### src/rtl/cmos_crop_window.sv
// Crops a fixed X/Y window out of the 16-bit pixel stream after skipping the first frames following reset.
// Optional sticky geometry error flag enabled with `define CROP_ERR_CHK_EN; 1-cycle latency, never stalls.
module cmos_crop_window #(
  parameter int X_START     = 80,
  parameter int Y_START     = 104,
  parameter int OUT_H       = 480,
  parameter int OUT_V       = 272,
  parameter int SKIP_FRAMES = 2
) (
  input  logic        clk,
  input  logic        rst_n,
  input  logic        vs_i,
  input  logic        de_i,
  input  logic [15:0] data_i,
  output logic        vs_n_o,
  output logic        de_o,
  output logic [15:0] data_o,
  output logic        frame_done,
  output logic        err_o
);

  localparam logic [12:0] XS     = 13'(X_START);
  localparam logic [12:0] XE     = 13'(X_START + OUT_H);
  localparam logic [12:0] YS     = 13'(Y_START);
  localparam logic [12:0] YE     = 13'(Y_START + OUT_V);
  localparam logic [12:0] X_LAST = XE - 13'd1;
  localparam logic [12:0] Y_LAST = YE - 13'd1;
  localparam logic [7:0]  SKIP_N = 8'(SKIP_FRAMES);

  typedef enum logic [1:0] {SKIP, WAIT_VS, ACTIVE, HOLD} state_t;

  state_t      state, state_nxt;
  logic        vs_d;
  logic        line_open;
  logic [11:0] x_cnt, y_cnt;
  logic [7:0]  skip_cnt;

  logic vs_rise, vs_fall, in_x, in_y, keep, last_px, line_end;

  assign vs_rise = vs_i & ~vs_d;
  assign vs_fall = ~vs_i & vs_d;
  assign in_x    = ({1'b0, x_cnt} >= XS) && ({1'b0, x_cnt} < XE);
  assign in_y    = ({1'b0, y_cnt} >= YS) && ({1'b0, y_cnt} < YE);

  // Any vsync edge wins over a coincident pixel, which is then dropped.
  assign keep     = (state == ACTIVE) & ~vs_rise & ~vs_fall & de_i & in_x & in_y;
  assign last_px  = keep & ({1'b0, x_cnt} == X_LAST) & ({1'b0, y_cnt} == Y_LAST);
  assign line_end = (state == ACTIVE) & ~vs_rise & ~vs_fall & line_open & ~de_i;

  always_comb begin
    state_nxt = state;
    case (state)
      SKIP: begin
        if (SKIP_N == 8'd0)
          state_nxt = WAIT_VS;
        else if (vs_fall && (skip_cnt == SKIP_N - 8'd1))
          state_nxt = WAIT_VS;
      end
      WAIT_VS: if (vs_fall) state_nxt = ACTIVE;
      ACTIVE: begin
        if (vs_rise)      state_nxt = WAIT_VS;
        else if (last_px) state_nxt = HOLD;
      end
      HOLD:    if (vs_rise) state_nxt = WAIT_VS;
      default: state_nxt = SKIP;
    endcase
  end

  always_ff @(posedge clk or negedge rst_n) begin
    if (!rst_n) begin
      state    <= SKIP;
      vs_d     <= 1'b0;
      skip_cnt <= 8'd0;
    end else begin
      state <= state_nxt;
      vs_d  <= vs_i;
      if (state == SKIP && vs_fall)
        skip_cnt <= skip_cnt + 8'd1;
    end
  end

  // line_open marks that a counted word has been seen, so a dropped word never closes a line.
  always_ff @(posedge clk or negedge rst_n) begin
    if (!rst_n) begin
      x_cnt     <= 12'd0;
      y_cnt     <= 12'd0;
      line_open <= 1'b0;
    end else if (state == WAIT_VS && vs_fall) begin
      x_cnt     <= 12'd0;
      y_cnt     <= 12'd0;
      line_open <= 1'b0;
    end else if (state == ACTIVE && !vs_rise && !vs_fall) begin
      if (de_i) begin
        line_open <= 1'b1;
        if (x_cnt != 12'hFFF) x_cnt <= x_cnt + 12'd1;
      end else if (line_end) begin
        line_open <= 1'b0;
        x_cnt     <= 12'd0;
        if (y_cnt != 12'hFFF) y_cnt <= y_cnt + 12'd1;
      end
    end
  end

  always_ff @(posedge clk or negedge rst_n) begin
    if (!rst_n) begin
      de_o       <= 1'b0;
      data_o     <= 16'd0;
      frame_done <= 1'b0;
      vs_n_o     <= 1'b1;
    end else begin
      de_o       <= keep;
      frame_done <= last_px;
      vs_n_o     <= (state == SKIP) ? 1'b1 : ~vs_i;
      if (keep) data_o <= data_i;
    end
  end

`ifdef CROP_ERR_CHK_EN
  logic err_set;
  assign err_set = (line_end & in_y & ({1'b0, x_cnt} < XE)) | ((state == ACTIVE) & vs_rise);

  always_ff @(posedge clk or negedge rst_n) begin
    if (!rst_n)       err_o <= 1'b0;
    else if (err_set) err_o <= 1'b1;
  end
`else
  assign err_o = 1'b0;
`endif

endmodule

### config.mk
export PLATFORM = sky130hd
export DESIGN_NAME = cmos_crop_window
export DESIGN_NICKNAME = d
export VERILOG_FILES = /design/src/rtl/cmos_crop_window.sv
export SDC_FILE = /design/constraint.sdc
export NUM_CORES = 1
export LEC_CHECK = 0
export ABC_AREA = 0
export CORE_AREA = 2 2 96 98
export CTS_CLUSTER_DIAMETER = 50
export DETAILED_ROUTE_END_ITERATION = 7
export DIE_AREA = 0 0 98 100
export GPL_TIMING_DRIVEN = 0
export PLACE_DENSITY = 0.52
export SLEW_MARGIN = 15
export SYNTH_ARGS = -nofsm -noshare
export SYNTH_HDL_FRONTEND = slang
export SYNTH_SLANG_ARGS = --single-unit
### constraint.sdc
create_clock -name clk -period 2.1 [get_ports clk]
set_input_delay 0.315 -clock clk [delete_from_list [all_inputs] [get_ports clk]]
set_output_delay 0.315 -clock clk [all_outputs]
set_load 0.01 [all_outputs]
==> results of run 1 <==
cell usage in the layout (no fill, tap or decap), types with 3 or more instances in the layout:
| cell type | count |
|---|---|
| ha_1 | 9 |
| nand2b_1 | 4 |
| dfrtp_1 | 52 |
| nor2_1 | 23 |
| nor4_2 | 3 |
| mux2_2 | 10 |
| xor2_1 | 5 |
| and4_1 | 3 |
| buf_4 | 18 |
| nand4_1 | 6 |
| o31ai_1 | 4 |
| nor4_1 | 3 |
| nand2_1 | 26 |
| o21a_1 | 3 |
| clkbuf_8 | 5 |
| o21ai_0 | 13 |
| a211oi_1 | 4 |
| a21oi_1 | 4 |
| inv_1 | 11 |
| o211ai_1 | 7 |
| and3_1 | 8 |
| nor3_1 | 4 |
| xnor2_1 | 12 |
| buf_2 | 3 |
| mux2_1 | 7 |
| or4_1 | 3 |
| mux2i_1 | 4 |
| o2111ai_1 | 5 |
| nand3_1 | 13 |
| clkdlybuf4s50_1 | 37 |
final cells by class:
class | count | area (µm²)
Timing Repair Buffer | 55 | 518
Inverter | 14 | 57.6
Clock inverter | 3 | 22.5
Fill cell | 881 | 5070
Multi-Input combinational cell | 216 | 1580
Buffer | 9 | 58.8
Clock buffer | 5 | 68.8
Sequential cell | 55 | 1380
Tap cell | 111 | 139
state kept, by name, indices dropped and copies added (netlist names):
| register | count |
|---|---|
| state | 2 |
| de_o | 1 |
| y_cnt | 12 |
| frame_done | 1 |
| vs_n_o | 1 |
| vs_d | 1 |
| x_cnt | 12 |
| skip_cnt | 8 |
| line_open | 1 |
| data_o | 16 |
synth_stat cells, drive strengths merged, types with 2 or more instances:
cell / n
o31ai: 4
nor4: 6
nor2b: 3
ha: 11
nand4: 7
o21a: 3
o2111ai: 5
nand2b: 4
and3: 8
xor2: 5
inv: 13
nand2: 26
buf: 6
xnor2: 12
a211oi: 5
o211ai: 8
mux2: 17
mux2i: 4
o21ai: 15
a21oi: 4
nor4b: 2
nor3: 4
nand3: 13
and2: 3
or3: 2
nand3b: 2
clkbuf: 7
or4: 4
and4: 3
dfrtp: 54
nor2: 23
worst max-delay path, stage by stage (launching register included):
cell      delay (ps)
dfrtp_1          450
or4_4            550
a211oi_4         220
nand4_4          140
clkinv_4          90
buf_6            140
mux2_1           320
power by group through the flow:
stage | Combinational, µW | Sequential [µW] | Clock (µW)
detailed placement | 506 | 1270 | 0
finish | 606 | 1260 | 617
floorplan | 347 | 1250 | 0
CTS | 519 | 1250 | 655
global route | 701 | 1280 | 699
global placement | 496 | 1270 | 0
timing repair:
item                       in CTS  in global routing
gates cloned                    0                  0
buffers inserted                7                 10
hold buffers                    0                  0
hold endpoints to repair        0                  0
resized for setup               5                 21
pin swaps                       4                  7
setup endpoints to repair      30                 33
worst max path at each step:
stage	startpoint	to	slack, ps	cells past startpoint
after floorplan	y_cnt[11]	data_o[10]	60	7
final	x_cnt[11]	data_o[9]	70	6
after detailed placement	vs_i	x_cnt[9]	-420	7
after global routing	state[1]	x_cnt[5]	-80	8
after global placement	rst_n	data_o[12]	-1140	1
after CTS	state[0]	y_cnt[8]	5	7
layer usage:
metal | GRT usage [%] | up-vias | routed length (µm)
met1 | 19.0 | 1197 | 3120
met5 | 0 | - | 0
met2 | 22.4 | 53 | 3060
met3 | 3.41 | 16 | 285
li1 | - | 1182 | -
met4 | 5.66 | 0 | 187
kinds of logic after synthesis:
group,after synthesis
simple gates,113
flops,55
compound gates,53
buf+inv,27
mux,21
xor+xnor,17
fa+ha+maj,11
other cells,1
stage by stage:
stage / total power (µW) / cells / TNS (ps)
3_3_place_gp: 1760 / 447 / -70520
6_report: 2490 / 468 / 0
3_5_place_dp: 1770 / 447 / -8600
5_1_grt: 2680 / 468 / -214
2_1_floorplan: 1600 / 298 / 0
4_1_cts: 2430 / 461 / 0
==> results.md, run 1 <==
- Critical-path maximum fanout: 10
- R2R Path End: data_o[9]
- RSZ-0062 raised after global routing: true
- Port Buffers: 38
- Clk pwr share: 24.8%
- #FFs+latches synth: 55
- Share of flip-flops with an asynchronous set or reset: 100%
- Power share of the combinational group: 24.4%
- Setup Crit Path Kind: flip-flop to flip-flop
- Min-delay worst type: input port to asynchronous set/reset pin
- Average wire length per cell after detail routing: 14.2 µm
- Post-Syn Area: 2990 µm²
- Yosys cell types: 55
- Adder and majority gate portion of the synthesized area: 4.60%
- WP data required: 2310 ps
- Reg2Reg Launch Point: x_cnt[11]
- Finish-stage setup viols: 0
- Yosys top cell area share: 45.2%
- CTS tree: done
- R2r setup slk: 70 ps
- Largest net degree at the start of global routing: 56
- Post-Route WL: 6.65 mm
- GP Congestion: 0.817
- Tcrit/Tclk final: 96.8%
- Worst-Skew Late Latency: 320 ps
- Initial Util: 33.7%
- Grt total ovfl: 0
- Full die area: 9800 µm²
- Worst Setup Slack, final: 66.4 ps
- Final min period: 2030 ps
- Ys Warns: 0
- Yosys top cell by area: dfrtp_1
- Layout cells sized above 1: 17.9%
- Core Rows: 35
- Nature of the critical path startpoint: flip-flop
- Cell Int Power: 1690 µW
- Final hold vios: 0
- CTS sink cnt: 55
- # DRC: 0
- Pre-CTS WS: -421 ps
- CORE AREA: 8890 µm²
- Antenna violations before repair: 0
- Layout Cell Area excl Fill: 3820 µm²
- Diodes inserted: 0
- Run status: finished, final reports clean
- Worst slew margin: 52.7%
- Dominant synthesized flop cell: dfrtp_1
- Syn_nets: 329
- Largest family of logic cells by synthesized area: simple AND/OR/NAND/NOR gates
- Fmax: 0.492 GHz
- First-pass GRT wire length: 11.6 mm
- Root buffer cell: clkbuf_8
- Vias: 2448
- Post-DP HPWL: 4.42 mm
- DR vias/cell: 5.23
- LEAKAGE: 0.00165 µW
- Post-synth EDFFs: 0
- Post-synthesis instance total: 298
- ANT nets after route: 0
- Tightest Pin Transition: 709 ps
- Power share of the sequential group: 50.8%
- Area added between synthesis and finish: 27.7%
- Clk buf depth: 2
- Largest cells by area after synthesis: dfrtp_1 45%, ha_1 4.6%, mux2_2 3.8%
- Clock-pin slew on the worst setup and hold paths: 110 ps
- 1st-pass router iterations: 4
- Depth of the most critical reg-to-reg path: 6
- Syn Area/Cell: 10.0 µm²
- Sw Ratio: 32.2%
- H-tree levels: 2
- Min Hold Slack: 40.3 ps
- Worst EP arrival: 2250 ps
- Seq/Total Area, Yosys: 46.0%
- Die W: 98 µm
- Core Util, Final: 43.0%
- Synth Area in Simple Gates: 19.9%
- GRT Total Usage: 14.2%
- Vias in the first global route: 2526
- Clock buffer count from CTS: 5
- Compound-Gate Fraction of Synth Area: 12.5%
- Nets: 387
- PD cells: 650 nW/µm²
- CP Capture Type: flip-flop
- Synth Area in XOR/XNOR: 4.97%
- 1st-iter DRT viols: 118
- Die Height: 100 µm
- Ports: 40
- Worst VDD drop: 0.301 mV
- Post-synthesis mux area share: 7.73%
- Max Cap Violations: 0
- Clk_skew: 11.5 ps
- Post-placement cell area: 3510 µm²
- Total net switching power: 799 µW
- Slew Viols, Final: 0
(Power assumes the default switching activity.)
==> inputs of run 2 (changes only) <==
--- a/config.mk
+++ b/config.mk
@@ -12,6 +12,7 @@
 export DIE_AREA = 0 0 98 100
 export GPL_TIMING_DRIVEN = 0
 export PLACE_DENSITY = 0.52
+export SETUP_SLACK_MARGIN = 0.5
 export SLEW_MARGIN = 15
 export SYNTH_ARGS = -nofsm -noshare
 export SYNTH_HDL_FRONTEND = slang
==> results.md, run 2 (same netlist as run 1, synthesis figures left out) <==
- RSZ-0062 raised after global routing: true
- Diodes inserted: 0 (unchanged)
- Clock-pin slew on the worst setup and hold paths: 100 ps (about the same)
- Run status: finished, final reports clean
- Tcrit/Tclk final: 95.0% (-1.8 points)
- Slowest stage delay, CP: 570 ps (+20 ps)
- Clk buf depth: 2 (unchanged)
- Cell Int Power: 1910 µW (+13%)
- CTS sink cnt: 55 (unchanged)
- Ports: 40 (unchanged)
- R2R Path End: data_o[15]
- Largest Register: data_o
- Finish-stage setup viols: 0 (unchanged)
- DR top layer: met4
- Number of fill cells: 789 (-10%)
- Nets: 423 (+9.3%)
- Die W: 98 µm (unchanged)
- GRT Total Usage: 16.4% (+2.2 points)
- CP bufs+invs: 2 (unchanged)
- Depth of the most critical reg-to-reg path: 6 (unchanged)
- 1st-iter DRT viols: 133 (+13%)
- Final hold vios: 0 (unchanged)
- Worst-Skew Late Latency: 320 ps (about the same)
- Nature of the critical path startpoint: flip-flop
- CP delay by family, top: simple AND/OR/NAND/NOR gates
- First-pass GRT wire length: 13.1 mm (+13%)
- Largest net degree at the start of global routing: 56 (unchanged)
- Layout Cell Area excl Fill: 4580 µm² (+20%)
- Layout cells sized above 1: 37.4% (+19 points)
- Port Buffers: 38 (unchanged)
- Clk pwr share: 26.5% (+1.7 points)
- CTS tree: done
- Power share of the combinational group: 28.1% (+3.7 points)
- Top flop regs: data_o: 16 flops, x_cnt: 12 flops, y_cnt: 12 flops
- WP data required: 2310 ps (about the same)
- Vias in the first global route: 2694 (+6.7%)
- Initial Util: 33.7% (unchanged)
- Final min period: 2000 ps (-38.1 ps)
- Core Rows: 35 (unchanged)
- Max Cap Violations: 0 (unchanged)
- LEAKAGE: 0.00200 µW (+22%)
- 1st-pass router iterations: 4 (unchanged)
- CP cell instances: or4_4, a211oi_2, nand4_2, clkinv_4, clkbuf_16, mux2_4
- Full die area: 9800 µm² (unchanged)
- Commonest non-fill, non-tap cell in the layout: dfrtp_1
- Post-DP HPWL: 4.52 mm (+2.2%)
- Root buffer cell: clkbuf_8
- CORE AREA: 8890 µm² (unchanged)
- Fmax: 0.501 GHz (+1.9%)
- Clk_skew: 12.1 ps (+0.556 ps)
- Min Hold Slack: 40.0 ps (-0.289 ps)
- Commonest non-fill, non-tap cells in the layout: 49 x dfrtp_1, 37 x buf_4, 32 x clkdlybuf4s50_1
- R2r setup slk: 100 ps (+40 ps)
- Power share of the sequential group: 45.5% (-5.3 points)
- GP Congestion: 0.800 (-2.0%)
- Antenna violations before repair: 0 (unchanged)
- Critical-path top delay cell: or4_4
- Average wire length per cell after detail routing: 15.2 µm (+7.2%)
- Routed wl met2: 3.72 mm (+22%)
- Area added between synthesis and finish: 53.0%
- Post-placement cell area: 3630 µm² (+3.4%)
- Worst slew margin: 52.3% (-0.41 points)
- Clock buffer count from CTS: 5 (unchanged)
- Total net switching power: 871 µW (+9.0%)
- Vias: 2633 (+7.6%)
- Worst VDD drop: 0.287 mV (-4.5%)
- # DRC: 0 (unchanged)
- Grt total ovfl: 0 (unchanged)
- Max FFs per register: 16 (unchanged)
- DR vias/cell: 5.22 (-0.13%)
- H-tree levels: 2 (unchanged)
- Min-delay worst type: input port to asynchronous set/reset pin
- Worst EP arrival: 2210 ps (-40 ps)
- Tightest Pin Transition: 715 ps (+6.22 ps)
- Post-Route WL: 7.67 mm (+15%)
- CP Capture Type: flip-flop
- Setup Crit Path Kind: flip-flop to flip-flop
- Met3 wire length: 232 µm (-19%)
- WL met1: 3.54 mm (+14%)
- PD cells: 606 nW/µm² (-6.7%)
- Die Height: 100 µm (unchanged)
- Slew Viols, Final: 0 (unchanged)
- Critical-path maximum fanout: 4 (-6)
- ANT nets after route: 0 (unchanged)
- Sw Ratio: 31.4% (-0.77 points)
- Reg2Reg Launch Point: x_cnt[11]
-- run 2: final cells by class --
| type | instances | area (µm²) | area share (%) |
|---|---|---|---|
| Tap cell | 111 | 139 | 3.03 |
| Multi-Input combinational cell | 216 | 1910 | 41.8 |
| Clock buffer | 6 | 72.6 | 1.59 |
| Inverter | 14 | 57.6 | 1.26 |
| Buffer | 13 | 134 | 2.92 |
| Timing Repair Buffer | 87 | 838 | 18.3 |
| Sequential cell | 55 | 1380 | 30.2 |
| Clock inverter | 2 | 38.8 | 0.847 |
-- run 2: power by group through the flow --
stage               Sequential, µW  Combinational, µW  Clock (µW)
floorplan                     1260                370           0
global placement              1280                530           0
detailed placement            1280                536           0
CTS                           1250                697         762
global route                  1280                869         797
finish                        1260                779         735
-- run 2: what timing repair did --
| action | in CTS | in global routing |
|---|---|---|
| hold buffers | 0 | 0 |
| buffers inserted | 38 | 9 |
| gates resized for setup | 69 | 38 |
| setup endpoints to repair | 47 | 50 |
| pin swaps | 23 | 20 |
| cloned | 1 | 1 |
-- run 2: through the flow --
| step | TNS, ps | instances | utilization [%] | setup WS, ps | power [µW] |
|---|---|---|---|---|---|
| after floorplan | 0 | 298 | - | 155 | 1630 |
| after global placement | -65790 | 447 | 40.8 | -1080 | 1810 |
| after detailed placement | -8160 | 447 | 40.8 | -420 | 1810 |
| after CTS | 0 | 494 | 48.8 | 101 | 2710 |
| after global routing | 0 | 504 | 51.5 | 4.56 | 2950 |
| final | 0 | 504 | 51.5 | 105 | 2780 |
-- run 2: layer usage --
| layer | vias to the layer above | global-route usage, % |
|---|---|---|
| met5 | - | 0 |
| met1 | 1306 | 21.7 |
| met4 | 0 | 6.62 |
| met2 | 52 | 27.0 |
| met3 | 15 | 2.72 |
| li1 | 1260 | - |
-- run 2: how the worst max path moves through the flow --
stage	startpoint	to	slack, ps	cells past startpoint
floorplan	x_cnt[11]	data_o[10]	160	6
global placement	rst_n	data_o[14]	-1080	1
detailed placement	vs_i	x_cnt[7]	-420	7
CTS	x_cnt[11]	data_o[4]	100	6
global route	y_cnt[10]	data_o[15]	5	6
finish	x_cnt[11]	data_o[15]	100	6
==> inputs of run 3 (changes only) <==
--- a/config.mk
+++ b/config.mk
@@ -6,13 +6,13 @@
 export NUM_CORES = 1
 export LEC_CHECK = 0
 export ABC_AREA = 0
-export CORE_AREA = 2 2 96 98
+export CORE_AREA = 2 2 81 83
 export CTS_CLUSTER_DIAMETER = 50
 export DETAILED_ROUTE_END_ITERATION = 7
-export DIE_AREA = 0 0 98 100
+export DIE_AREA = 0 0 83 85
 export GPL_TIMING_DRIVEN = 0
-export PLACE_DENSITY = 0.52
-export SETUP_SLACK_MARGIN = 0.5
+export PLACE_DENSITY = 0.71
+export SETUP_SLACK_MARGIN = 0.3
 export SLEW_MARGIN = 15
 export SYNTH_ARGS = -nofsm -noshare
 export SYNTH_HDL_FRONTEND = slang
==> results.md, run 3 (same netlist as run 1, synthesis figures left out) <==
- Run status: finished, final reports clean
- Vias: 2528 (-4.0%)
- GRT Total Usage: 20.3% (+3.9 points)
- ANT nets after route: 0 (unchanged)
- Clk_skew: 8.76 ps (-3.33 ps)
- RSZ-0062 raised after global routing: true
- Met3 Use GR: 3.89% (+1.2 points)
- Setup Crit Path Kind: flip-flop to flip-flop
- Area of the multi-input gates: 1720 µm² (-9.9%)
- Clock-pin slew on the worst setup and hold paths: 100 ps (about the same)
- Reg area: 1380 µm² (-0.18%)
- Min Hold Slack: 25.2 ps (-14.8 ps)
- Diodes inserted: 0 (unchanged)
- Post-placement cell area: 3510 µm² (-3.1%)
- Tcrit/Tclk final: 95.6% (+0.62 points)
- Slew Viols, Final: 0 (unchanged)
- Final min period: 2010 ps (+13.1 ps)
- Average wire length per cell after detail routing: 15.6 µm (+2.8%)
- Max Cap Violations: 0 (unchanged)
- WP data required: 2310 ps (about the same)
- Layout Cell Area excl Fill: 4130 µm² (-9.9%)
- CP bufs+invs: 2 (unchanged)
- Critical-path maximum fanout: 10 (+6)
- Area added between synthesis and finish: 37.8%
- Nature of the critical path startpoint: flip-flop
- CTS tree: done
- LEAKAGE: 0.00180 µW (-10%)
- Layout cells sized above 1: 30.3% (-7.1 points)
- # DRC: 0 (unchanged)
- Worst VDD drop: 0.460 mV (+60%)
- Commonest non-fill, non-tap cells in the layout: 51 x dfrtp_1, 35 x clkdlybuf4s50_1, 33 x buf_4
- Finish-stage setup viols: 0 (unchanged)
- Pwr Total: 2590 µW (-6.8%)
- Worst-Skew Late Latency: 310 ps (about the same)
- Slowest stage delay, CP: 560 ps (about the same)
- CP Capture Type: flip-flop
- CP delay by family, top: simple AND/OR/NAND/NOR gates
- Core Util, Final: 66.5% (+15 points)
- Final hold vios: 0 (unchanged)
- DR vias/cell: 5.54 (+6.1%)
- Antenna violations before repair: 0 (unchanged)
- GRT Max-Usage Layer: met2
- Min-delay worst type: input port to asynchronous set/reset pin
- Full die area: 7060 µm² (-28%)
- Number of fill cells: 461 (-42%)
- Die Height: 85 µm (-15%)
- Tightest Pin Transition: 677 ps (-38.4 ps)
- CP cell instances: or4_4, a211oi_2, nand4_2, clkinv_4, buf_8, mux2_4
- Commonest non-fill, non-tap cell in the layout: dfrtp_1
- Post-Route WL: 7.14 mm (-7.0%)
- CORE AREA: 6200 µm² (-30%)
- Core Rows: 29 (-17%)
- Met1 Use GR: 25.8% (+4.1 points)
- Fmax: 0.498 GHz (-0.65%)
- Critical-path top delay cell: or4_4
- Nets: 409 (-3.3%)
- GP Congestion: 0.883 (+10%)
- Max FFs per register: 16 (unchanged)
- Top flop regs: data_o: 16 flops, x_cnt: 12 flops, y_cnt: 12 flops
- R2r setup slk: 90 ps (about the same)
- Port Buffers: 38 (unchanged)
- 1st-pass router iterations: 5 (+1)
- Grt total ovfl: 0 (unchanged)
- Largest net degree at the start of global routing: 56 (unchanged)
- Clk buf depth: 2 (unchanged)
- Largest Register: data_o
- PD cells: 627 nW/µm² (+3.4%)
- Initial Util: 48.2% (+15 points)
- CTS sink cnt: 55 (unchanged)
- Worst slew margin: 54.9% (+2.6 points)
- Ports: 40 (unchanged)
- Worst EP arrival: 2220 ps (about the same)
- M2 GR Usage: 34.2% (+7.3 points)
- First-pass GRT wire length: 11.6 mm (-12%)
- H-tree levels: 2 (unchanged)
- Root buffer cell: clkbuf_8
- 1st-iter DRT viols: 115 (-14%)
- Clock buffer count from CTS: 5 (unchanged)
- Vias in the first global route: 2456 (-8.8%)
- Die W: 83 µm (-15%)
- Post-DP HPWL: 4.40 mm (-2.5%)
==> run 3: cell count changes in the layout (fill, tap and decap cells not counted), moves of 3 or more <==
cell | previous run | this run
mux2_2 | 1 | 10
buf_6 | 15 | 6
o21ai_1 | 6 | 2
nand2_1 | 21 | 25
nand2_2 | 4 | 0
buf_2 | 0 | 3
buf_4 | 37 | 33
mux2_4 | 16 | 7
o21ai_0 | 4 | 10
clkdlybuf4s50_1 | 32 | 35
==> run 3: what timing repair did <==
item / in CTS / in global routing
buffers inserted: 27 / 6
endpoints found under the setup margin: 42 / 45
resized for setup: 36 / 30
gates cloned: 1 / 1
pin swaps: 7 / 8
hold buffers: 0 / 0
==> run 3: worst paths after layout <==
check                            start           to  cells after the start
hold reg to reg            skip_cnt[7]  skip_cnt[7]                      1
hold / removal                   rst_n    y_cnt[11]                      1
max in group asynchronous        rst_n     x_cnt[0]                      1
setup / recovery             x_cnt[11]   data_o[12]                      6
min in group clk                  vs_i         vs_d                      1
setup reg to reg             x_cnt[11]   data_o[12]                      6
==> run 3: report_power, final <==
part	internal, µW	switching, µW	total, µW
registers	1150	101	1250
logic	367	366	734
clock network	240	362	602
==> run 3: metrics by stage <==
step,setup TNS (ps),instances,worst slack (ps)
finish,0,456,91.4
global route,0,456,40.8
CTS,0,449,102
detailed placement,-7190,413,-344
global placement,-58470,413,-962
floorplan,0,298,155
==> run 3: final cells by class <==
cell class                 instances  share of cell area (%)
tap                               77                    2.34
clock inverter                     3                   0.546
clock buffer                       5                    1.67
timing repair buffer              73                    16.0
buffer                            13                    2.67
sequential                        55                    33.5
inverter                          14                    1.49
multi-input combinational        216                    41.8
==> run 3: metal layers <==
| metal | wire length [µm] | vias up |
|---|---|---|
| met2 | 3610 | 55 |
| met3 | 274 | 14 |
| li1 | - | 1232 |
| met4 | 140 | 0 |
| met1 | 3110 | 1227 |
| met5 | 0 | - |
